## src/rtl/div24u_seq.sv

```systemverilog
// div24u_seq: sequential 24/12 unsigned restoring divider with valid/ready I/O.
// Define DIV24U_TRUNC_EN to zero dividend bits [9:0] at capture.
module div24u_seq #(
  parameter int ITERS_PER_CYCLE = 1
) (
  input  logic        clk,
  input  logic        rst_n,
  input  logic        in_valid,
  output logic        in_ready,
  input  logic [23:0] D,
  input  logic [11:0] B,
  output logic        out_valid,
  input  logic        out_ready,
  output logic [11:0] Q,
  output logic [11:0] R,
  output logic        dbz,
  output logic        ovf
);

  localparam int NCYC =
    (12 + ITERS_PER_CYCLE - 1) / ITERS_PER_CYCLE;
  localparam logic [3:0] CNT_LOAD = 4'(NCYC - 1);

  typedef enum logic [1:0] {
    IDLE,
    CALC,
    DONE
  } state_t;

  state_t      state_q, state_d;
  logic [11:0] rem_q, rem_d;
  logic [11:0] sh_q, sh_d;
  logic [11:0] b_q, b_d;
  logic [11:0] q_q, q_d;
  logic [11:0] r_q, r_d;
  logic [3:0]  cnt_q, cnt_d;
  logic        dbz_q, dbz_d;
  logic        ovf_q, ovf_d;
  logic        vld_q, vld_d;

  logic [23:0] d_eff;
  logic [11:0] b_src, rem_src, sh_src;
  logic [11:0] rem_nx, sh_nx;
  logic [12:0] t;
  logic        accept, is_dbz, is_ovf;

`ifdef DIV24U_TRUNC_EN
  assign d_eff = {D[23:10], 10'b0};
`else
  assign d_eff = D;
`endif

  assign in_ready  = (state_q == IDLE);
  assign accept    = in_valid && in_ready;
  assign is_dbz    = (B == 12'd0);
  assign is_ovf    = !is_dbz && (D[23:12] >= B);
  assign out_valid = vld_q;
  assign Q         = q_q;
  assign R         = r_q;
  assign dbz       = dbz_q;
  assign ovf       = ovf_q;

  // The accept edge already retires the first group of
  // quotient bits, straight from the input operands.
  always_comb begin
    b_src   = in_ready ? B : b_q;
    rem_src = in_ready ? d_eff[23:12] : rem_q;
    sh_src  = in_ready ? d_eff[11:0] : sh_q;
    rem_nx  = rem_src;
    sh_nx   = sh_src;
    t       = '0;
    for (int i = 0; i < ITERS_PER_CYCLE; i++) begin
      t     = {rem_nx, sh_nx[11]};
      sh_nx = {sh_nx[10:0], 1'b0};
      if (t >= {1'b0, b_src}) begin
        t        = t - {1'b0, b_src};
        sh_nx[0] = 1'b1;
      end
      rem_nx = t[11:0];
    end
  end

  always_comb begin
    state_d = state_q;
    rem_d   = rem_q;
    sh_d    = sh_q;
    b_d     = b_q;
    q_d     = q_q;
    r_d     = r_q;
    cnt_d   = cnt_q;
    dbz_d   = dbz_q;
    ovf_d   = ovf_q;
    vld_d   = vld_q;
    case (state_q)
      IDLE: begin
        if (accept) begin
          b_d = B;
          if (is_dbz) begin
            state_d = DONE;
            vld_d   = 1'b1;
            dbz_d   = 1'b1;
            ovf_d   = 1'b0;
            q_d     = 12'hFFF;
            r_d     = d_eff[11:0];
          end else if (is_ovf) begin
            state_d = DONE;
            vld_d   = 1'b1;
            dbz_d   = 1'b0;
            ovf_d   = 1'b1;
            q_d     = 12'hFFF;
            r_d     = 12'd0;
          end else begin
            state_d = CALC;
            rem_d   = rem_nx;
            sh_d    = sh_nx;
            cnt_d   = CNT_LOAD;
          end
        end
      end
      CALC: begin
        rem_d = rem_nx;
        sh_d  = sh_nx;
        if (cnt_q == 4'd1) begin
          state_d = DONE;
          vld_d   = 1'b1;
          dbz_d   = 1'b0;
          ovf_d   = 1'b0;
          q_d     = sh_nx;
          r_d     = rem_nx;
          cnt_d   = 4'd0;
        end else begin
          cnt_d = cnt_q - 4'd1;
        end
      end
      DONE: begin
        if (out_ready) begin
          state_d = IDLE;
          vld_d   = 1'b0;
        end
      end
      default: begin
        state_d = IDLE;
        vld_d   = 1'b0;
      end
    endcase
  end

  always_ff @(posedge clk or negedge rst_n) begin
    if (!rst_n) begin
      state_q <= IDLE;
      rem_q   <= '0;
      sh_q    <= '0;
      b_q     <= '0;
      q_q     <= '0;
      r_q     <= '0;
      cnt_q   <= '0;
      dbz_q   <= 1'b0;
      ovf_q   <= 1'b0;
      vld_q   <= 1'b0;
    end else begin
      state_q <= state_d;
      rem_q   <= rem_d;
      sh_q    <= sh_d;
      b_q     <= b_d;
      q_q     <= q_d;
      r_q     <= r_d;
      cnt_q   <= cnt_d;
      dbz_q   <= dbz_d;
      ovf_q   <= ovf_d;
      vld_q   <= vld_d;
    end
  end

endmodule

```

## config.mk

```make
export PLATFORM = sky130hd
export DESIGN_NAME = div24u_seq
export DESIGN_NICKNAME = d
export VERILOG_FILES = /design/src/rtl/div24u_seq.sv
export SDC_FILE = /design/constraint.sdc
export NUM_CORES = 1
export LEC_CHECK = 0
export ABC_AREA = 0
export CORE_ASPECT_RATIO = 0.6
export CORE_UTILIZATION = 49
export DETAILED_ROUTE_END_ITERATION = 12
export GPL_TIMING_DRIVEN = 1
export PLACE_DENSITY = 0.76
export SYNTH_ARGS = -nofsm -noshare
export SYNTH_HDL_FRONTEND = slang
export SYNTH_SLANG_ARGS = --single-unit
```

## constraint.sdc

```tcl
create_clock -name clk -period 3.3 [get_ports clk]
set_input_delay 0.33 -clock clk [delete_from_list [all_inputs] [get_ports clk]]
set_output_delay 0.33 -clock clk [all_outputs]
set_load 0.01 [all_outputs]
```

* After elaboration in Yosys (flattened, before gate mapping)
Cells that the tools add are included.
** Storage, ports and cells
- Bits in registers :: 69
- Logic and storage cells :: 82
** Operators by class
- $add $sub $neg :: 2
- Magnitude comparators :: 2
- Equality and inequality tests :: 9
- Muxes and demuxes :: 48
- Reductions and logical operators :: 11
** Operators with widths (count)
- 2-to-1 mux 12 bit :: 18
- one-hot mux 12 bit (2 select lines) :: 4
- 2-to-1 mux 4 bit :: 4
- greater-or-equal comparator 13 x 12 -> 1 bit :: 1
- greater-or-equal comparator 12 bit :: 1
- logical NOT 12 bit :: 1
- 2-to-1 mux 1 bit :: 12
- AND reduction 4 bit :: 3
- subtractor 12 bit :: 1
- 2-to-1 mux 2 bit :: 5
- inequality test 2 bit (second input constant) :: 4
- one-hot mux 4 bit (2 select lines) :: 1
- one-hot mux 2 bit (3 select lines) :: 1
- equality test 4 x 1 -> 1 bit (second input constant) :: 1
- one-hot mux 1 bit (2 select lines) :: 2
- subtractor 4 x 1 -> 4 bit (second input constant) :: 1
- inequality test 3 x 1 -> 1 bit (second input constant) :: 1
- one-hot mux 1 bit (3 select lines) :: 1
- AND reduction 3 bit :: 1
- equality test 2 x 1 -> 1 bit (second input constant) :: 1
- equality test 2 bit (second input constant) :: 1
- logical AND 1 bit :: 2
- logical NOT 2 bit :: 1
- inequality test 2 x 1 -> 1 bit (second input constant) :: 1
- 3 further kinds :: 3

* Logic depth before layout (Yosys ltp)
Gate-level depths: netlist (run 1).
- Depth after elaboration :: 8
- Gate-level depth with buffers :: 14
- Gate-level depth less buffers :: 12

* Worst setup path before layout (run 1)
OpenSTA, ideal clock, no wires.
- Path kind :: register to register
- From :: register state_q[1]
- To :: register rem_q[6]
- Arrival time :: 3370 ps
- Slack :: -195 ps
- Cell stages (with the launch flop) :: 14
- Buffers on the path :: 4
- Cell sequence :: dfrtp_1 > nor2_1 > buf_2 > buf_2 > buf_2 > mux2i_1 > ha_1 > nand4_2 > nor4_2 > nor2_2 > a41oi_2 > buf_6 > mux2_1 > mux2_2
** Between the ends
- Longest elaborated chain between the ends :: 8
- Elaborated cells on any way between the ends :: 18
** RTL lines
- from (decl) :: line 30 : state_t state_q, state_d;
- from (signal assigned) :: line 161 : state_q <= state_d;
- logical NOT 2 bit * :: line 53 : assign in_ready = (state_q == IDLE);
- via in_ready :: line 9 : output logic in_ready,
- 2-to-1 mux 12 bit, on equally long branches :: line 68, 66, 67
- subtractor 12 bit or greater-or-equal comparator 13 x 12 -> 1 bit (tied branches) :: line 76, 75
- 2-to-1 mux 12 bit :: line 75 : if (t >= {1'b0, b_src}) begin
- 2-to-1 mux 12 bit :: line 105 : end else if (is_ovf) begin
- 2-to-1 mux 12 bit :: line 98 : if (is_dbz) begin
- 2-to-1 mux 12 bit :: line 96 : if (accept) begin
- one-hot mux 12 bit (2 select lines) :: line 94 : case (state_q)
- to (signal assigned) :: line 162 : rem_q <= rem_d;
- to (decl) :: line 31 : logic [11:0] rem_q, rem_d;
Mark *: on every way through the listed nets, which the timed path passes. The rest lies on a longest branch. The select of a mux whose other input is x is not followed.
A chain may end at the register's enable or synchronous reset.

* Worst setup path after layout (run 1)
- From :: register state_q[0]
- To :: register r_q[2], in the netlist R[2]
** Between the ends
- Longest elaborated chain between the ends :: 6
- Elaborated cells on any way between the ends :: 16
** RTL lines
- logical NOT 2 bit :: line 53, 94
- 2-to-1 mux 12 bit, on equally long branches :: line 68, 66, 67
- subtractor 12 bit or greater-or-equal comparator 13 x 12 -> 1 bit (tied branches) :: line 76, 75
- 2-to-1 mux 12 bit :: line 75
- 2-to-1 mux 12 bit :: line 123 : if (cnt_q == 4'd1) begin
- one-hot mux 12 bit (2 select lines) :: line 94
- to (signal assigned) :: line 166 : r_q <= r_d;
- to (decl) :: line 35 : logic [11:0] r_q, r_d;
Parallel ways exist; a longest one is shown, timed or not. The select of a mux whose other input is x is not followed.

==> impl_metrics.xml, run 1 <==
<?xml version="1.0" encoding="UTF-8"?>
<metrics>
  <group name="synthesis">
    <metric name="synth_seq_area_share" unit="%">40.7</metric>
    <metric name="synth_top_flop_cell" unit="">sky130_fd_sc_hd__dfrtp_1</metric>
    <metric name="synth_top_area_cell" unit="">sky130_fd_sc_hd__dfrtp_1</metric>
    <metric name="post_synth_main_area_contributors" unit="">sky130_fd_sc_hd__dfrtp_1 41%, sky130_fd_sc_hd__ha_1 7.7%, sky130_fd_sc_hd__mux2i_1 7.6%</metric>
    <metric name="syn_area_per_cell" unit="µm²">9.40</metric>
    <metric name="yosysTopAreaCellShare" unit="%">40.7</metric>
    <metric name="ys_ff_latch" unit="">69</metric>
    <metric name="synthArstFlopShare" unit="%">100</metric>
    <metric name="synthesis.nets" unit="">518</metric>
    <metric name="edff_count_synth" unit="">0</metric>
    <metric name="synth_cell_types" unit="">52</metric>
    <metric name="synth-warning-count" unit="">0</metric>
    <metric name="post_synth_inst_count" unit="">451</metric>
    <metric name="syn-cell-area" unit="µm²">4240</metric>
  </group>
  <group name="global_routing">
    <metric name="grt_start_max_net_pins" unit="">70</metric>
    <metric name="grt_first_pass_wirelength" unit="µm">19300</metric>
    <metric name="grt_remaining_overflow" unit="">0</metric>
    <metric name="grt_antenna_before_repair" unit="">0</metric>
    <metric name="groute.usage.overall" unit="%">28.8</metric>
    <metric name="first_global_vias" unit="">3725</metric>
  </group>
  <group name="layout">
    <metric name="post_route_cells_drive_above_1_share" unit="%">22.3</metric>
    <metric name="seqCellArea" unit="µm²">1730</metric>
    <metric name="fin_nets" unit="">627</metric>
    <metric name="n_antenna_cell" unit="">0</metric>
    <metric name="most_common_cell_after_layout_fill_and_taps_aside" unit="">sky130_fd_sc_hd__dfrtp_1</metric>
    <metric name="design_area" unit="µm²">5900</metric>
    <metric name="fillCellCount" unit="">581</metric>
    <metric name="synthesis_to_finish_area_growth" unit="%">39.0</metric>
    <metric name="layout_common_cells" unit="">69 x sky130_fd_sc_hd__dfrtp_1, 66 x sky130_fd_sc_hd__clkdlybuf4s50_1, 47 x sky130_fd_sc_hd__nand2_1</metric>
    <metric name="multiInputGateArea" unit="µm²">2490</metric>
  </group>
  <group name="power_and_ir_drop">
    <metric name="power-per-cell-area" unit="nW/µm²">1360</metric>
    <metric name="vdd_ir_drop_max" unit="mV">0.653</metric>
    <metric name="cellLeakagePower" unit="nW">2.59</metric>
    <metric name="total_power" unit="mW">8.01</metric>
  </group>
  <group name="timing">
    <metric name="final_number_of_setup_violating_endpoints" unit="">12</metric>
    <metric name="period_share" unit="%">103</metric>
    <metric name="finClkSkew" unit="ps">11.3</metric>
    <metric name="fmax" unit="GHz">0.293</metric>
    <metric name="finalWorstPathRequiredPeriod" unit="ps">3420</metric>
    <metric name="maxSlewViolCount" unit="">0</metric>
    <metric name="worst_margin_pin_slew" unit="ps">898</metric>
    <metric name="final_report_hold_violation_count" unit="">0</metric>
    <metric name="maxSlewHeadroom" unit="%">40.1</metric>
    <metric name="setup_ws" unit="ps">-115</metric>
  </group>
  <group name="route">
    <metric name="drt-total-wl" unit="µm">13300</metric>
    <metric name="drt_iter0_drc" unit="">330</metric>
    <metric name="post_route_ant_nets" unit="">0</metric>
    <metric name="first_pass_iters" unit="">5</metric>
    <metric name="via_per_inst" unit="">5.88</metric>
    <metric name="wire_per_inst" unit="µm">19.8</metric>
    <metric name="vias" unit="">3951</metric>
    <metric name="drc_viols" unit="">0</metric>
  </group>
  <group name="clocking">
    <metric name="h-tree-depth" unit="">3</metric>
    <metric name="cts-buffers-inserted" unit="">9</metric>
    <metric name="path_clk_slew" unit="ps">60</metric>
    <metric name="clk_root_buffer_cell" unit="">sky130_fd_sc_hd__clkbuf_16</metric>
    <metric name="tritoncts_clock_tree" unit="">done</metric>
    <metric name="cts_buffer_depth" unit="">2</metric>
    <metric name="cts.sinks" unit="">69</metric>
    <metric name="cts-hold-fix-buffers" unit="">0</metric>
    <metric name="clock_insertion_delay_worst_skew" unit="ps">350</metric>
  </group>
  <group name="worst_hold_path">
    <metric name="worst_hold_path_type" unit="">in2async</metric>
  </group>
  <group name="floorplan">
    <metric name="floorplan.io_pins" unit="">68</metric>
    <metric name="fp.dieArea" unit="µm²">9040</metric>
    <metric name="core-area" unit="µm²">8130</metric>
    <metric name="initial_core_util" unit="%">52.1</metric>
    <metric name="floorplan.die.height" unit="µm">74.1</metric>
    <metric name="core.rowCount" unit="">25</metric>
    <metric name="die_w" unit="µm">122</metric>
  </group>
  <group name="critical_path">
    <metric name="crit_path_frequent_cell" unit="">sky130_fd_sc_hd__buf_4</metric>
    <metric name="required" unit="ps">3500</metric>
    <metric name="critical_path.endpoint_type" unit="">flop</metric>
    <metric name="crit_slowest_cell" unit="">sky130_fd_sc_hd__dfrtp_1</metric>
    <metric name="setup_cp_type" unit="">reg2reg</metric>
    <metric name="largest_driver_fanout_on_the_critical_path" unit="">6</metric>
    <metric name="arrival" unit="ps">3610</metric>
    <metric name="critPathLaunchType" unit="">flop</metric>
    <metric name="cp_cell_sequence" unit="">nor2_4 -&gt; buf_12 -&gt; clkbuf_16 -&gt; buf_4 -&gt; mux2i_1 -&gt; ha_2 -&gt; a211oi_1 -&gt; o21ai_0 -&gt; o211ai_1 -&gt; a41oi_4 -&gt; buf_6 -&gt; nor2_1 -&gt; a21oi_2 -&gt; buf_4 -&gt; o221ai_1</metric>
    <metric name="cp_num_buf_inv" unit="">5</metric>
    <metric name="worst_path_largest_cell_delay" unit="ps">400</metric>
    <metric name="cp_top_family" unit="">compound AO/OA/AOI/OAI gates</metric>
  </group>
  <group name="status">
    <metric name="outcome" unit="">finished with violations</metric>
    <metric name="failed_checks" unit="">setup timing</metric>
  </group>
  <group name="run">
    <metric name="maxCapViolCount" unit="">0</metric>
  </group>
  <group name="placed_design">
    <metric name="place.detailed.hpwl" unit="µm">9150</metric>
    <metric name="routabilityCongestion" unit="">0.913</metric>
    <metric name="io_buffer_count" unit="">67</metric>
    <metric name="dpl_cell_area" unit="µm²">5270</metric>
    <metric name="pre_cts_ws" unit="ps">-129</metric>
  </group>
</metrics>
[final cells by class]
cell class	count	share of cell area (%)
clock buffer	11	3.95
timing repair buffer	119	19.2
multi-input combinational	334	42.3
tap	108	2.29
sequential	69	29.3
inverter	27	1.72
clock inverter	4	1.25
[metal layers]
| metal | routed length, µm | GRT usage [%] |
|---|---|---|
| met5 | 0 | 0 |
| met4 | 260 | 7.99 |
| met3 | 1050 | 8.36 |
| met2 | 5780 | 43.1 |
| met1 | 6180 | 41.0 |
[sequential cells by signal, indices dropped and copies added (netlist names)]
signal,count
ovf,1
Q,12
dbz,1
rem_q,12
state_q,2
cnt_q,4
sh_q,12
R,12
out_valid,1
b_q,12
[stage by stage]
step / cells / TNS [ps] / utilization (%) / hold WS [ps]
finish: 672 / -890 / 72.5 / 182
global route: 672 / -1660 / 72.5 / 264
CTS: 658 / 0 / 68.7 / 235
detailed placement: 643 / -205 / 64.7 / 460
global placement: 643 / 0 / 64.7 / 456
floorplan: 451 / 0 / - / 34.4
[logic make-up after synthesis]
group / after synthesis / share of synthesized area [%]
compound gates: 93 / 14.0
xor+xnor: 8 / 1.65
fa+ha+maj: 27 / 8.14
flops: 69 / 40.7
simple gates: 153 / 17.1
buf+inv: 48 / 5.25
mux: 53 / 13.1
[worst paths after layout]
check	startpoint	end	slack, ps	cells after the start
max	state_q[0]$_DFFE_PN0P_	R[2]$_DFFE_PN0P_	-120	15
min	rst_n	b_q[10]$_DFFE_PN0P_	180	2
max reg2reg	state_q[0]$_DFFE_PN0P_	R[2]$_DFFE_PN0P_	-120	15
min reg2reg	dbz$_DFFE_PN0P_	dbz$_DFFE_PN0P_	470	2
max in group asynchronous	rst_n	Q[7]$_DFFE_PN0P_	2520	2
min in group clk	dbz$_DFFE_PN0P_	dbz$_DFFE_PN0P_	470	2
[synth_stat cells (all sizes together) (2+ instances only)]
cell type / number
xor2: 4
nor2b: 2
dfrtp: 69
o22ai: 3
nor4: 4
nand4: 4
xnor2: 4
o21a: 2
nand2b: 6
ha: 26
o41ai: 2
nand2: 47
o31ai: 3
clkbuf: 7
nand3: 13
a211oi: 3
and3: 4
mux2i: 32
o211ai: 6
nor2: 50
buf: 14
a21oi: 18
o221ai: 3
mux2: 21
nor3: 19
o21ai: 41
or3: 2
inv: 27
a31oi: 4
[report_power, final]
part / switching, mW / internal, mW
clock network: 0.373 / 0.658
logic: 2.80 / 2.63
registers: 0.289 / 1.26
[what timing repair did]
item	in CTS	in global routing
pin swaps	0	11
resized for setup	2	35
setup buffers	0	12
hold endpoints to repair	0	0
gates cloned	0	2
setup endpoints to repair	2	17
No activity file was read; power rests on OpenSTA's default activity.
==> run 2: changes to the inputs <==
Settings changed: CORE_ASPECT_RATIO 0.6 to not set, SKIP_CTS_REPAIR_TIMING set to 1.
==> run 2 against run 1 <==
  * The flow now finishes without violations
  * Via count shrank 4.7%
  * Worst setup slack gained 120 ps
  * Global-route usage shrank 2.3 points
  * Critical endpoint is now rem_q[5]$_DFFE_PN0P_
==> impl_metrics.xml, run 2 (synthesis results as in run 1) <==
<?xml version="1.0" encoding="UTF-8"?>
<metrics>
  <group name="critical_path">
    <metric name="largest_driver_fanout_on_the_critical_path" unit="">8</metric>
    <metric name="critPathLaunchType" unit="">flop</metric>
    <metric name="crit_path_frequent_cell" unit="">sky130_fd_sc_hd__mux2_2</metric>
    <metric name="setup_cp_type" unit="">reg2reg</metric>
    <metric name="worst_path_largest_cell_delay" unit="ps">420</metric>
    <metric name="required" unit="ps">3550</metric>
    <metric name="cp_cell_sequence" unit="">nor2_4 -&gt; buf_12 -&gt; buf_4 -&gt; mux2_2 -&gt; ha_4 -&gt; nand3_1 -&gt; nor4_4 -&gt; nor2_2 -&gt; a41oi_2 -&gt; buf_6 -&gt; mux2_2 -&gt; mux2_1</metric>
    <metric name="cp_num_buf_inv" unit="">3</metric>
    <metric name="crit_slowest_cell" unit="">sky130_fd_sc_hd__dfrtp_1</metric>
    <metric name="regToRegSetupSlack" unit="ps">1</metric>
    <metric name="critical_path.endpoint_type" unit="">flop</metric>
    <metric name="cp_top_family" unit="">multiplexers</metric>
    <metric name="arrival" unit="ps">3550</metric>
  </group>
  <group name="clocking">
    <metric name="h-tree-depth" unit="">3</metric>
    <metric name="path_clk_slew" unit="ps">80</metric>
    <metric name="clock_insertion_delay_worst_skew" unit="ps">360</metric>
    <metric name="cts.sinks" unit="">69</metric>
    <metric name="cts_buffer_depth" unit="">2</metric>
    <metric name="tritoncts_clock_tree" unit="">done</metric>
    <metric name="cts-buffers-inserted" unit="">9</metric>
    <metric name="clk_root_buffer_cell" unit="">sky130_fd_sc_hd__clkbuf_8</metric>
  </group>
  <group name="placed_design">
    <metric name="routabilityCongestion" unit="">0.899</metric>
    <metric name="place.detailed.hpwl" unit="µm">8590</metric>
    <metric name="io_buffer_count" unit="">67</metric>
    <metric name="pre_cts_ws" unit="ps">-29.1</metric>
  </group>
  <group name="route">
    <metric name="via_per_inst" unit="">5.66</metric>
    <metric name="drc_viols" unit="">0</metric>
    <metric name="drt_iter0_drc" unit="">203</metric>
    <metric name="first_pass_iters" unit="">5</metric>
    <metric name="drt-total-wl" unit="µm">11800</metric>
    <metric name="vias" unit="">3764</metric>
    <metric name="post_route_ant_nets" unit="">0</metric>
    <metric name="wire_per_inst" unit="µm">17.7</metric>
  </group>
  <group name="floorplan">
    <metric name="floorplan.die.height" unit="µm">95.0</metric>
    <metric name="die_w" unit="µm">95.0</metric>
    <metric name="core-area" unit="µm²">8300</metric>
    <metric name="initial_core_util" unit="%">51.1</metric>
    <metric name="fp.dieArea" unit="µm²">9030</metric>
    <metric name="floorplan.io_pins" unit="">68</metric>
    <metric name="core.rowCount" unit="">33</metric>
  </group>
  <group name="layout">
    <metric name="layout_common_cells" unit="">69 x sky130_fd_sc_hd__dfrtp_1, 66 x sky130_fd_sc_hd__clkdlybuf4s50_1, 47 x sky130_fd_sc_hd__nand2_1</metric>
    <metric name="final_core_utilization" unit="%">69.5</metric>
    <metric name="synthesis_to_finish_area_growth" unit="%">36.0</metric>
    <metric name="fillCellCount" unit="">638</metric>
    <metric name="n_antenna_cell" unit="">0</metric>
    <metric name="fin_nets" unit="">622</metric>
    <metric name="post_route_cells_drive_above_1_share" unit="%">21.1</metric>
    <metric name="most_common_cell_after_layout_fill_and_taps_aside" unit="">sky130_fd_sc_hd__dfrtp_1</metric>
  </group>
  <group name="timing">
    <metric name="final_report_hold_violation_count" unit="">0</metric>
    <metric name="final_number_of_setup_violating_endpoints" unit="">0</metric>
    <metric name="finClkSkew" unit="ps">12.0</metric>
    <metric name="maxSlewViolCount" unit="">0</metric>
    <metric name="period_share" unit="%">100</metric>
    <metric name="rsz_0062_raised_after_global_routing" unit="">true</metric>
    <metric name="setup_ws" unit="ps">1.44</metric>
    <metric name="maxSlewHeadroom" unit="%">53.6</metric>
    <metric name="fmax" unit="GHz">0.303</metric>
    <metric name="worst_margin_pin_slew" unit="ps">687</metric>
    <metric name="finalWorstPathRequiredPeriod" unit="ps">3300</metric>
  </group>
  <group name="global_routing">
    <metric name="grt_start_max_net_pins" unit="">54</metric>
    <metric name="groute.usage.overall" unit="%">26.5</metric>
    <metric name="grt_antenna_before_repair" unit="">0</metric>
    <metric name="grt_remaining_overflow" unit="">0</metric>
    <metric name="first_global_vias" unit="">3673</metric>
    <metric name="grt_first_pass_wirelength" unit="µm">18100</metric>
  </group>
  <group name="power_and_ir_drop">
    <metric name="vdd_ir_drop_max" unit="mV">0.809</metric>
    <metric name="power-per-cell-area" unit="nW/µm²">1280</metric>
    <metric name="total_power" unit="mW">7.40</metric>
    <metric name="cellLeakagePower" unit="nW">2.52</metric>
  </group>
  <group name="run">
    <metric name="maxCapViolCount" unit="">0</metric>
  </group>
  <group name="worst_hold_path">
    <metric name="worst_hold_path_type" unit="">in2async</metric>
  </group>
  <group name="status">
    <metric name="outcome" unit="">finished, final reports clean</metric>
  </group>
</metrics>
run 2: changes by cell type in the layout (fill, tap and decap cells not counted), sizes merged:
cell         previous run  this run
inv                    27        28
bufinv                  2         3
clkinvlp                0         1
buf                    52        46
clkinv                  2         0
dlygate4sd3             0         1
run 2: metrics by stage:
step           area [µm²]  cells  TNS [ps]  hold WS [ps]
2_1_floorplan        4250    451         0          34.4
3_3_place_gp         5270    638         0           293
3_5_place_dp         5270    638     -29.1           294
4_1_cts              5520    654     -7.97         -83.6
5_1_grt              5770    665      -616           481
6_report             5770    665         0           447
run 2: final timing paths:
kind | startpoint | to | cells after the start
min | rst_n | ovf$_DFFE_PN0P_ | 2
min in group clk | dbz$_DFFE_PN0P_ | dbz$_DFFE_PN0P_ | 2
max in group asynchronous | rst_n | rem_q[2]$_DFFE_PN0P_ | 3
min reg2reg | dbz$_DFFE_PN0P_ | dbz$_DFFE_PN0P_ | 2
max reg2reg | state_q[0]$_DFFE_PN0P_ | rem_q[5]$_DFFE_PN0P_ | 12
max | state_q[0]$_DFFE_PN0P_ | rem_q[5]$_DFFE_PN0P_ | 12
run 2: worst reg2reg max path, cell delays in order, from the launching register on:
cell and delay [ps]:
sky130_fd_sc_hd__dfrtp_1 420, sky130_fd_sc_hd__nor2_4 190, sky130_fd_sc_hd__buf_12 150, sky130_fd_sc_hd__buf_4 150, sky130_fd_sc_hd__mux2_2 380, sky130_fd_sc_hd__ha_4 290, sky130_fd_sc_hd__nand3_1 120, sky130_fd_sc_hd__nor4_4 360
sky130_fd_sc_hd__nor2_2 100, sky130_fd_sc_hd__a41oi_2 240, sky130_fd_sc_hd__buf_6 190, sky130_fd_sc_hd__mux2_2 340, sky130_fd_sc_hd__mux2_1 270
run 2: cell type report:
class                           instances  area [µm²]  area share (%)
Sequential cell                        69        1730            29.9
Multi-Input combinational cell        334        2460            42.6
Clock buffer                           11         141            2.45
Tap cell                              105         131            2.28
Inverter                               27         101            1.76
Clock inverter                          5         106            1.84
Timing Repair Buffer                  114        1100            19.2
run 2: where the power goes:
part / internal (mW) / switching, mW / total (mW)
registers: 1.26 / 0.266 / 1.52
clock network: 0.526 / 0.350 / 0.876
logic: 2.43 / 2.57 / 5.00
total: 4.21 / 3.19 / 7.40
run 2: layer usage:
| layer | wire length [µm] | GRT usage (%) | vias to the layer above |
|---|---|---|---|
| li1 | - | - | 1806 |
| met4 | 272 | 9.97 | 0 |
| met1 | 5110 | 36.0 | 1835 |
| met2 | 5820 | 43.0 | 101 |
| met5 | 0 | 0 | - |
| met3 | 595 | 3.83 | 22 |
